[src/rtl/dl_set_bit_iter.sv]
// Iterative set-bit scanner: accepts a mask and emits the index and one-hot of
// each set bit, lowest index first, one per output handshake.
module dl_set_bit_iter #(
  parameter int NUM_BITS = 8,
  localparam int IDX_W = (NUM_BITS > 1) ? $clog2(NUM_BITS) : 1
) (
  input  logic                clk,
  input  logic                rst,
  input  logic                in_valid,
  output logic                in_ready,
  input  logic [NUM_BITS-1:0] in_vec,
  output logic                out_valid,
  input  logic                out_ready,
  output logic [IDX_W-1:0]    out_idx,
  output logic [NUM_BITS-1:0] out_onehot,
  output logic                out_last,
  input  logic                abort,
  output logic                busy
);

  // state | meaning
  // IDLE  | waiting for a mask; in_ready high unless abort or rst
  // ITER  | presenting the lowest remaining set bit on the output port
  localparam logic [0:0] IDLE = 1'b0;
  localparam logic [0:0] ITER = 1'b1;

  logic [0:0]          state;
  logic [NUM_BITS-1:0] remaining;
  logic [NUM_BITS-1:0] lowest;
  logic [NUM_BITS-1:0] rest;
  logic [IDX_W-1:0]    enc;
  logic                iter;
  logic                last_bit;

  assign iter     = (state == ITER);
  assign lowest   = remaining & (~remaining + NUM_BITS'(1));
  assign rest     = remaining & (remaining - NUM_BITS'(1));
  assign last_bit = (rest == '0);

  always_comb begin
    enc = '0;
    for (int i = 0; i < NUM_BITS; i++) begin
      if (lowest[i]) enc = enc | IDX_W'(i);
    end
  end

  // rst is folded in so in_ready reads low for the whole reset window
  assign in_ready   = !iter && !abort && !rst;
  assign out_valid  = iter;
  assign busy       = iter;
  assign out_onehot = iter ? lowest : '0;
  assign out_idx    = iter ? enc : '0;
  assign out_last   = iter && last_bit;

  always_ff @(posedge clk or posedge rst) begin
    if (rst) begin
      state     <= IDLE;
      remaining <= '0;
    end else if (abort) begin
      state     <= IDLE;
      remaining <= '0;
    end else begin
      case (state)
        IDLE: begin
          // an all-zero mask is consumed without producing any output
          if (in_valid && (in_vec != '0)) begin
            remaining <= in_vec;
            state     <= ITER;
          end
        end
        ITER: begin
          if (out_ready) begin
            if (last_bit) begin
              remaining <= '0;
              state     <= IDLE;
            end else begin
              remaining <= remaining & ~lowest;
            end
          end
        end
        default: begin
          state     <= IDLE;
          remaining <= '0;
        end
      endcase
    end
  end

endmodule

[config.mk]
export PLATFORM = sky130hd
export DESIGN_NAME = dl_set_bit_iter
export DESIGN_NICKNAME = d
export VERILOG_FILES = /design/src/rtl/dl_set_bit_iter.sv
export SDC_FILE = /design/constraint.sdc
export NUM_CORES = 1
export LEC_CHECK = 0
export CAP_MARGIN = 5
export CORE_MARGIN = 2
export CORE_UTILIZATION = 45
export CTS_CLUSTER_SIZE = 8
export DETAILED_ROUTE_END_ITERATION = 10
export GPL_ROUTABILITY_DRIVEN = 0
export PLACE_DENSITY = 0.83
export SETUP_SLACK_MARGIN = 0.05
export SLEW_MARGIN = 20
export SYNTH_ARGS = -nofsm -noshare
export SYNTH_HDL_FRONTEND = slang
export SYNTH_SLANG_ARGS = --single-unit
[constraint.sdc]
create_clock -name clk -period 3.6 [get_ports clk]
set_clock_uncertainty 0.1 [all_clocks]
set_input_delay 0.9 -clock clk [delete_from_list [all_inputs] [get_ports clk]]
set_output_delay 0.9 -clock clk [all_outputs]
set_load 0.02 [all_outputs]
## Word-level counts from Yosys, hierarchy flattened

Index checks and enable logic that the tools add are counted.

| word-level totals | value |
|---|---|
| flip-flop bits (word level) | 9 |
| input port bits | 13 |
| output and inout bits | 15 |
| logic and storage cells | 41 |

| cells by class | value |
|---|---|
| $add $sub $neg | 2 |
| eq/ne operators | 2 |
| muxes and demuxes | 19 |
| bitwise operators | 6 |
| reductions and logical operators | 10 |

Operators by type and width:

| cell | number |
|---|---|
| $mux W8 | 5 |
| $and A8 B8 Y8 | 3 |
| $not A8 Y8 | 2 |
| $pmux W8 S2 | 1 |
| $mux W3 | 5 |
| $add A8 B1 Y8 const B | 1 |
| $logic_not A8 Y1 | 1 |
| $reduce_bool A8 Y1 | 1 |
| $sub A8 B1 Y8 const B | 1 |
| $ne A3 B3 Y1 const B | 2 |
| $mux W1 | 5 |
| $logic_and A1 B1 Y1 | 4 |
| $mux W2 | 2 |
| $logic_not A1 Y1 | 3 |
| $pmux W1 S2 | 1 |
| $reduce_and A2 Y1 | 1 |
| $not A1 Y1 | 1 |

## Depth between registers and ports, before layout

| logic depth | value |
|---|---|
| word-level depth | 11 |
| gate-level depth with buffers | 5 |
| depth with buffers taken out | 4 |

## Worst setup path after synthesis

OpenSTA, ideal clock, no wires.

| timing | value |
|---|---|
| path type | reg-to-output |
| start | register remaining[1] |
| end | output out_idx[2] |
| data arrival time | 1.972 ns |
| required time | 2.600 ns |
| path slack | 0.628 ns |
| cell stages (with the launch flop) | 4 |
| path buffers | 1 |
| cells stage by stage | dfrtp_1 or3_1 buf_2 a2111oi_0 |

| on the way | value |
|---|---|
| word-level cells in the longest chain between the ends | 8 |

RTL lines:

| item | line | text |
|---|---|---|
| start, declared | 28 | `logic [NUM_BITS-1:0] remaining;` |
| start signal, assigned | 67 | `remaining <= in_vec;` |
| start signal, assigned | 77 | `remaining <= remaining & ~lowest;` |
| $not A8 Y8 * | 36 | `assign lowest = remaining & (~remaining + NUM_BITS'(1));` |
| $add A8 B1 Y8 * | 36 |  |
| $and A8 B8 Y8 * | 36 |  |
| $mux W3 (3 in series) | 43 | `if (lowest[i]) enc = enc \| IDX_W'(i);` |
| $mux W3 * | 43 |  |
| $mux W3 * | 52 | `assign out_idx = iter ? enc : '0;` |
| end, declared | 14 | `output logic [IDX_W-1:0] out_idx,` |

Mark *: on every way between the ends. The rest lies on a longest branch, timed or not.

## Worst setup path in the final report

| timing | value |
|---|---|
| start | register remaining[5] |
| end | output out_last |

| on the way | value |
|---|---|
| word-level cells in the longest chain between the ends | 4 |

RTL lines:

| item | line | text |
|---|---|---|
| $sub A8 B1 Y8 | 37 | `assign rest = remaining & (remaining - NUM_BITS'(1));` |
| $and A8 B8 Y8 * | 37 |  |
| $logic_not A8 Y1 * | 38 | `assign last_bit = (rest == '0);` |
| $logic_and A1 B1 Y1 * | 53 | `assign out_last = iter && last_bit;` |
| end, declared | 16 | `output logic out_last,` |

Marked as above.

==> flow_summary.toml <==
[outcome]
status = "complete, no violations"

[sta]
slew_viol_final = 0
setup_viol = 0
tightest_slew_ns = 0.556
worst_slack_ns = 0.162
max_freq_mhz = 291
rsz0062_at_grt = "false"
hold_viol_final = 0
slew_headroom_pct = 62.8
period_minus_slack_ns = 3.44
fin_setup_tns_ns = 0
post-route-period-util_pct = 95.5

[yosys]
ys_types = 31
yosysSeqAreaShare_pct = 31.9
synth_fp_nets = 97
ys_seq_elements = 9
yosys_warnings = 0
synth_top_cell_by_area = "dfrtp_1"
synthTopCellsByArea = "dfrtp_1 (32%), a32o_1 (9.9%), o22ai_1 (6.2%)"
avgSynthCellArea_um2 = 8.40
synth_top_area_share_pct = 31.9
synthCells = 84
syn_area_um2 = 706

[min_path]
hold_class = "flop to flop"
min_path_cells = 1

[run]
drv_cap = 0

[power_and_ir_drop]
p_per_area_nw_per_um2 = 401
ir_drop_mv = 0.253
p_leak_nw = 0.400

[floorplan]
die_area_um2 = 1900
coreArea_um2 = 1490
die_y_um = 43.6
io_pins = 28
initial_core_util_pct = 47.4
rows = 14
fp.dieW_um = 43.6

[clock_network]
cts_setup_buffers = 0
clk_pin_slew_ns = 0.08
hold_buffers = 0
clk_latency_ns = 0.29
clockBufferDepth = 2
cts_sinks = 9
cts_tree = "done"
cts-root-buf = "clkbuf_4"
numCtsBuffers = 3
htreeDepth = 1

[setup_path]
r2r_slack_ns = 1.74
critPathLaunchType = "flop"
crit_arrival_ns = 2.44
cp-end-kind = "output pin"
crit_fanout = 6
worst_ep_required_time_ns = 2.60
critPathKind = "flop to output pin"
r2r_cells = 4

[global_route]
antenna_found_initial = 0
overflow = 0
grt_pass1_wl_um = 3090
track_usage_pct = 22.0
grt_max_degree = 15
grt_pass1_vias = 699

[place]
dp_hpwl_um = 1380
portBuffers = 27
place_ws_ns = 0.388

[final_layout]
nets = 123
drive_gt1_share_pct = 8.26
final_cell_mix = "clkdlybuf4s50_1 (26), nor2_1 (9), dfrtp_1 (9)"
final_common_cell = "clkdlybuf4s50_1"
fillCellCount = 124
syn_to_final_growth_pct = 40.1
diodes = 0
utilization_pct = 66.4

[detailed_routing]
vias = 777
via_per_inst = 6.22
routed_wl_um = 1870
dr.pass1.iters = 6
wl_per_cell_um = 14.9
drc_errors = 0
initialDrtViolationCount = 14
antenna_left = 0
[Yosys cell counts (all sizes together)]
| cell | count |
|---|---|
| o21ai | 4 |
| nand2 | 4 |
| and2b | 1 |
| a21oi | 5 |
| nand2b | 3 |
| or2 | 1 |
| a311oi | 1 |
| clkbuf | 2 |
| inv | 4 |
| nor3 | 7 |
| buf | 4 |
| o22ai | 7 |
| a21o | 1 |
| or3 | 2 |
| dfrtp | 9 |
| and3 | 4 |
| nor4 | 4 |
| maj3 | 1 |
| mux2i | 1 |
| a2111oi | 1 |
| nor2 | 9 |
| a22o | 1 |
| a32o | 7 |
| or4 | 1 |
[power by group]
part | total (W) | switching [W] | internal [W]
clock network | 0.0000858 | 0.0000428 | 0.0000429
logic | 0.000167 | 0.0000863 | 0.0000810
registers | 0.000144 | 0.0000299 | 0.000114
total | 0.000397 | 0.000159 | 0.000238
[what timing repair did]
action,4_1_cts,5_1_grt
endpoints found under the setup margin,0,1
resized for setup,0,1
hold endpoints to repair,0,0
[registers in the layout, indices dropped and copies added (netlist names)]
name and flops:
remaining 8, busy 1
[per-layer routing]
layer	up-vias	GRT usage [%]	part of all wire, %
met5	-	0	0
met4	0	13.9	2.7
met3	6	3.75	7.8
met2	38	32.1	45
met1	355	30.1	44
li1	378	-	-
[worst paths after layout]
kind	start	end
setup / recovery	remaining[5]	out_last
hold / removal	remaining[7]	remaining[7]
setup reg to reg	busy	remaining[0]
hold reg to reg	remaining[7]	remaining[7]
max in group asynchronous	rst	remaining[2]
min in group asynchronous	rst	busy
[worst max-delay path, stage by stage (launching register included)]
cell and delay, ns:
dfrtp_1 0.43, or4_4 0.59, nor4_4 0.19, or3_1 0.17, and3_1 0.16, clkdlybuf4s50_1 0.60
[per-stage QoR]
| step | hold slack (ns) | instances | cell area [um^2] | power, W |
|---|---|---|---|---|
| 2_1_floorplan | 0.425 | 84 | 706 | 0.000256 |
| 3_3_place_gp | 0.467 | 121 | 960 | 0.000307 |
| 3_5_place_dp | 0.480 | 121 | 960 | 0.000310 |
| 4_1_cts | 0.493 | 125 | 986 | 0.000394 |
| 5_1_grt | 0.530 | 125 | 988 | 0.000416 |
| 6_report | 0.489 | 125 | 988 | 0.000397 |
[area by class of cell]
| cell class | count | area (um^2) | area share, % |
|---|---|---|---|
| Clock buffer | 4 | 26.3 | 2.66 |
| Inverter | 4 | 15.0 | 1.52 |
| Multi-Input combinational cell | 65 | 429 | 43.4 |
| Sequential cell | 9 | 225 | 22.8 |
| Tap cell | 16 | 20.0 | 2.03 |
| Timing Repair Buffer | 27 | 273 | 27.6 |
[cells by family (layout without fill, tap and decap cells)]
kind of cell	count (synthesis)	count (layout)	synth area share [%]
buffers and inverters	10	35	7.27
and+or+nand+nor	36	36	30.1
muxes	1	1	1.42
AOI/OAI and AO/OA	27	27	27.8
adders and majority gates	1	1	1.42
DFF	9	9	31.9
Note: power is estimated with default switching activity, not from simulation.
==> variant 1, RTL diff (same settings) <==
Reset style: synchronous (`rst`), changed in one clocked block.
--- a/src/rtl/dl_set_bit_iter.sv
+++ b/src/rtl/dl_set_bit_iter.sv
@@ -52,7 +52,7 @@
   assign out_idx    = iter ? enc : '0;
   assign out_last   = iter && last_bit;
 
-  always_ff @(posedge clk or posedge rst) begin
+  always_ff @(posedge clk) begin
     if (rst) begin
       state     <= IDLE;
       remaining <= '0;
Function: differs if rst is asserted again (counterexample within 4 cycles, from zero or initial values and one cycle with rst high); with rst held inactive, the same outputs for 10 cycles.
==> variant 1 against the unedited design <==
- utilization up 1.9 points
- wire length up 13%
- area after synthesis down 0.53%
- sequential cell count unchanged
- design area up 2.9%
- worst setup slack worse by 0.0059 ns
- highest routed layer unchanged
Power is not compared: it rests on default switching activity, and its combinational part moved more than twofold at a synthesized area within 25%.
==> variant 1: results (changes against the unedited design) <==
| Metric | Value |
|---|---|
| Status | `complete, no violations (unchanged)` |
| DRT iter0 DRCs | `32 (was 14)` |
| Final net count | `138 (was 123)` |
| Worst-Skew Late Latency | `0.26 ns (was 0.29 ns)` |
| Average size of a mapped cell | `7.312 µm² (was 8.401 µm²)` |
| Post-Syn Nets | `109 (was 97)` |
| Largest cells by area after synthesis | `dfxtp_1 (26%), nor2_1 (5.9%), a32o_1 (5.7%) (was dfrtp_1 (32%), a32o_1 (9.9%), o22ai_1 (6.2%))` |
| Routed wire length per instance | `15.14 µm (was 14.94 µm)` |
| Tot GR Track Use | `0.2513 (was 0.2203)` |
| Initial DRT Pass Iterations | `4 (was 6)` |
| Distinct cells, synth | `34 (was 31)` |
| Largest register FFs | `8 (unchanged)` |
| Async SR Flop Fraction | `0 (was 1.000)` |
| DR vias/cell | `6.229 (was 6.216)` |
| Cell family with most CP delay | `simple AND/OR/NAND/NOR gates (unchanged)` |
| Largest net degree at the start of global routing | `16 (was 15)` |
| Filler cells | `142 (was 124)` |
| Max IR drop VDD | `0.1734 mV` |
| Initial antenna violation count | `0 (unchanged)` |
| Critical path peak fanout | `9 (was 6)` |
| First-pass GRT wire length | `3657 µm (was 3091 µm)` |
| Top FF cell, synth | `dfxtp_1 (was dfrtp_1)` |
| Vias | `872 (was 777)` |
| Pre-CTS setup slack | `0.2006 ns (was 0.3877 ns)` |
| Seq/Total Area, Yosys | `0.2567 (was 0.3191)` |
| Share of cells above drive strength 1 | `0.1290 (was 0.08257)` |
| Half-perimeter wire length after placement | `1600 µm (was 1382 µm)` |
| # resized after CTS | `1 (was 0)` |
| Max-slew headroom | `0.5940 (was 0.6278)` |
| Hold WC Path Type | `reg -> reg (unchanged)` |
| Vias in the first global route | `845 (was 699)` |
==> variant 1: kinds of logic after synthesis <==
group                      share of synthesized area
AOI/OAI and AO/OA                             0.2977
DFF                                           0.2567
and+or+nand+nor                               0.3405
buffers and inverters                        0.07488
adders and majority gates                    0.03030
==> variant 1: through the flow <==
stage | area, µm² | hold WS, ns
after floorplan | 701.9 | 0.4132
after global placement | 992.2 | 0.4574
after detailed placement | 992.2 | 0.4660
after CTS | 1017 | 0.4769
after global routing | 1017 | 0.5164
final | 1017 | 0.4837
==> variant 1: final cells by class <==
type,count,share of cell area
clock buffer,4,0.02583
timing repair buffer,33,0.3087
multi-input combinational,76,0.4613
inverter,2,0.007380
tap,16,0.01968
sequential,9,0.1771
==> variant 1: power by group <==
group	internal [mW]	switching (mW)	leakage (nW)	total [mW]
clock network	0.0426	0.0354	0.0150	0.0781
logic	0.0372	0.0365	0.292	0.0737
registers	0.103	0.00470	0.0732	0.108
total	0.183	0.0767	0.381	0.260
==> variant 1: final timing paths <==
check | startpoint | to | slack, ns | cells after the start
setup / recovery | remaining[3] | out_idx[1] | 0.16 | 5
hold / removal | remaining[7] | remaining[7] | 0.48 | 2
setup reg to reg | remaining[3] | busy | 1.51 | 4
hold reg to reg | remaining[7] | remaining[7] | 0.48 | 2
==> variant 1: metal layers <==
layer / GRT usage / share of wire / vias up
met4: 0.09697 / 0.019 / 0
met3: 0.03333 / 0.079 / 6
li1: - / - / 412
met2: 0.4418 / 0.49 / 53
met5: 0 / 0 / -
met1: 0.3095 / 0.41 / 401
==> variant 1: worst register-to-register path: cells and delay by family (launching register included) <==
family,cells,cell delay [ns]
fa+ha+maj,1,0.34
simple gates,2,0.89
flops,1,0.38
compound gates,1,0.28
==> variant 2, RTL diff (same flow settings) <==
Without the edit above. Set the parameter `NUM_BITS` to 16 (it was 8).
--- a/src/rtl/dl_set_bit_iter.sv
+++ b/src/rtl/dl_set_bit_iter.sv
@@ -1,7 +1,7 @@
 // Iterative set-bit scanner: accepts a mask and emits the index and one-hot of
 // each set bit, lowest index first, one per output handshake.
 module dl_set_bit_iter #(
-  parameter int NUM_BITS = 8,
+  parameter int NUM_BITS = 16,
   localparam int IDX_W = (NUM_BITS > 1) ? $clog2(NUM_BITS) : 1
 ) (
   input  logic                clk,
Interface: changed (resized in_vec, out_idx and out_onehot); port bits go from 28 to 45. No check against the original RTL was run, so the function may have changed too.
==> variant 2 against the unedited design <==
- sequential cell count rose by 8
- worst setup slack lost 0.0013 ns
- power grew 58%
- worst hold slack better by 0.013 ns
- area after synthesis is 86% higher
- combinational power rose by 65%
- first-iteration DRC count grew to 6.6 times the old value
- final cell count up 90%
- global-route usage up 5.1 points
- wire length is 140% higher
- design area grew 89%
==> variant 2: results (changes against the unedited design) <==
| Metric | Value |
|---|---|
| Input/output buffers | `44 (was 27)` |
| Synth Area in Adders | `0.01524 (was 0.01418)` |
| DRT iter0 DRCs | `92 (was 14)` |
| Share of cells above drive strength 1 | `0.1505 (was 0.08257)` |
| Largest net degree at the start of global routing | `21 (was 15)` |
| Worst hold path startpoint | `remaining[9] (was remaining[7])` |
| Max IR drop VDD | `0.2074 mV (was 0.2533 mV)` |
| Status | `complete, no violations (unchanged)` |
| Largest cells by area after synthesis | `dfrtp_1 (32%), a22o_1 (10%), o21ai_0 (6.5%) (was dfrtp_1 (32%), a32o_1 (9.9%), o22ai_1 (6.2%))` |
| Initial DRT Pass Iterations | `4 (was 6)` |
| Placed Cells | `231 (was 121)` |
| Clock slew seen by the registers of the worst setup and hold paths | `0.11 ns (was 0.08 ns)` |
| Lkg Pwr | `0.8951 nW (was 0.3995 nW)` |
| Post-Syn Nets | `180 (was 97)` |
| Critical Path Max Stage Delay | `0.63 ns (was 0.60 ns)` |
| Max-slew headroom | `0.5382 (was 0.6278)` |
| Seq/Total Area, Yosys | `0.3238 (was 0.3191)` |
| Compound-cell area share of the yosys netlist | `0.2714 (was 0.2784)` |
| Vias | `1533 (was 777)` |
| Worst-Skew Late Latency | `0.32 ns (was 0.29 ns)` |
| Flop2flop setup slack | `1.36 ns (was 1.74 ns)` |
| Largest register FFs | `16 (was 8)` |
| Hold endpoint | `remaining[9] (was remaining[7])` |
| Sw power | `0.2448 mW (was 0.1590 mW)` |
| Tot GR Track Use | `0.2712 (was 0.2203)` |
-- variant 2: cell types whose count changed in the layout (fill, tap and decap cells not counted), sizes merged, moves of 8 or more --
cell | unedited run | this run
a22o | 1 | 15
buf | 0 | 13
o21ai | 4 | 17
clkdlybuf4s50 | 26 | 35
nor2 | 9 | 18
dfrtp | 9 | 17
-- variant 2: routing by layer --
metal,GRT usage,vias to the layer above,part of all wire
met4,0.1395,0,0.030
li1,-,699,-
met5,0,-,0
met1,0.3437,748,0.41
met2,0.4497,71,0.50
met3,0.03795,15,0.062
-- variant 2: through the flow --
| stage | worst slack (ns) | instance area [µm²] | hold slack (ns) | total power, mW |
|---|---|---|---|---|
| floorplan | 0.6109 | 1314 | 0.4233 | 0.3883 |
| global placement | 0.2037 | 1799 | 0.4615 | 0.4912 |
| detailed placement | 0.1717 | 1799 | 0.4692 | 0.4973 |
| CTS | 0.06842 | 1839 | 0.4925 | 0.6111 |
| global route | 0.07174 | 1872 | 0.5524 | 0.6528 |
| finish | 0.1604 | 1872 | 0.5016 | 0.6258 |
-- variant 2: worst max path at each step --
stage                       startpoint             end  slack (ns)  depth (start not counted)
after floorplan           remaining[4]        out_last        0.61                          6
after global placement    remaining[0]        out_last        0.20                          6
after detailed placement  remaining[0]        out_last        0.17                          6
after CTS                 remaining[0]  out_onehot[15]        0.07                          6
after global routing      remaining[0]      out_idx[0]        0.07                          7
final                     remaining[0]  out_onehot[12]        0.16                          6
-- variant 2: power by group through the flow --
stage | Combinational [mW] | Clock (mW) | Sequential [mW]
4_1_cts | 0.264 | 0.113 | 0.234
3_3_place_gp | 0.255 | 0 | 0.236
6_report | 0.275 | 0.114 | 0.236
3_5_place_dp | 0.260 | 0 | 0.237
2_1_floorplan | 0.166 | 0 | 0.222
5_1_grt | 0.296 | 0.119 | 0.238
-- variant 2: cell type report --
type / count / area [µm²]
tap: 31 / 38.79
clock buffer: 4 / 26.28
fill: 234 / 885.9
multi-input combinational: 122 / 815.8
inverter: 6 / 22.52
timing repair buffer: 57 / 541.8
sequential: 17 / 426.7
-- variant 2: cell families after synthesis --
| group | after synthesis |
|---|---|
| fa+ha+maj | 2 |
| compound gates | 51 |
| flops | 17 |
| buf+inv | 20 |
| simple gates | 69 |
-- variant 2: repair_timing --
action	in CTS	in global routing
gates resized for setup	6	13
pin swaps	0	1
setup buffers	0	2
endpoints found under the setup margin	6	8
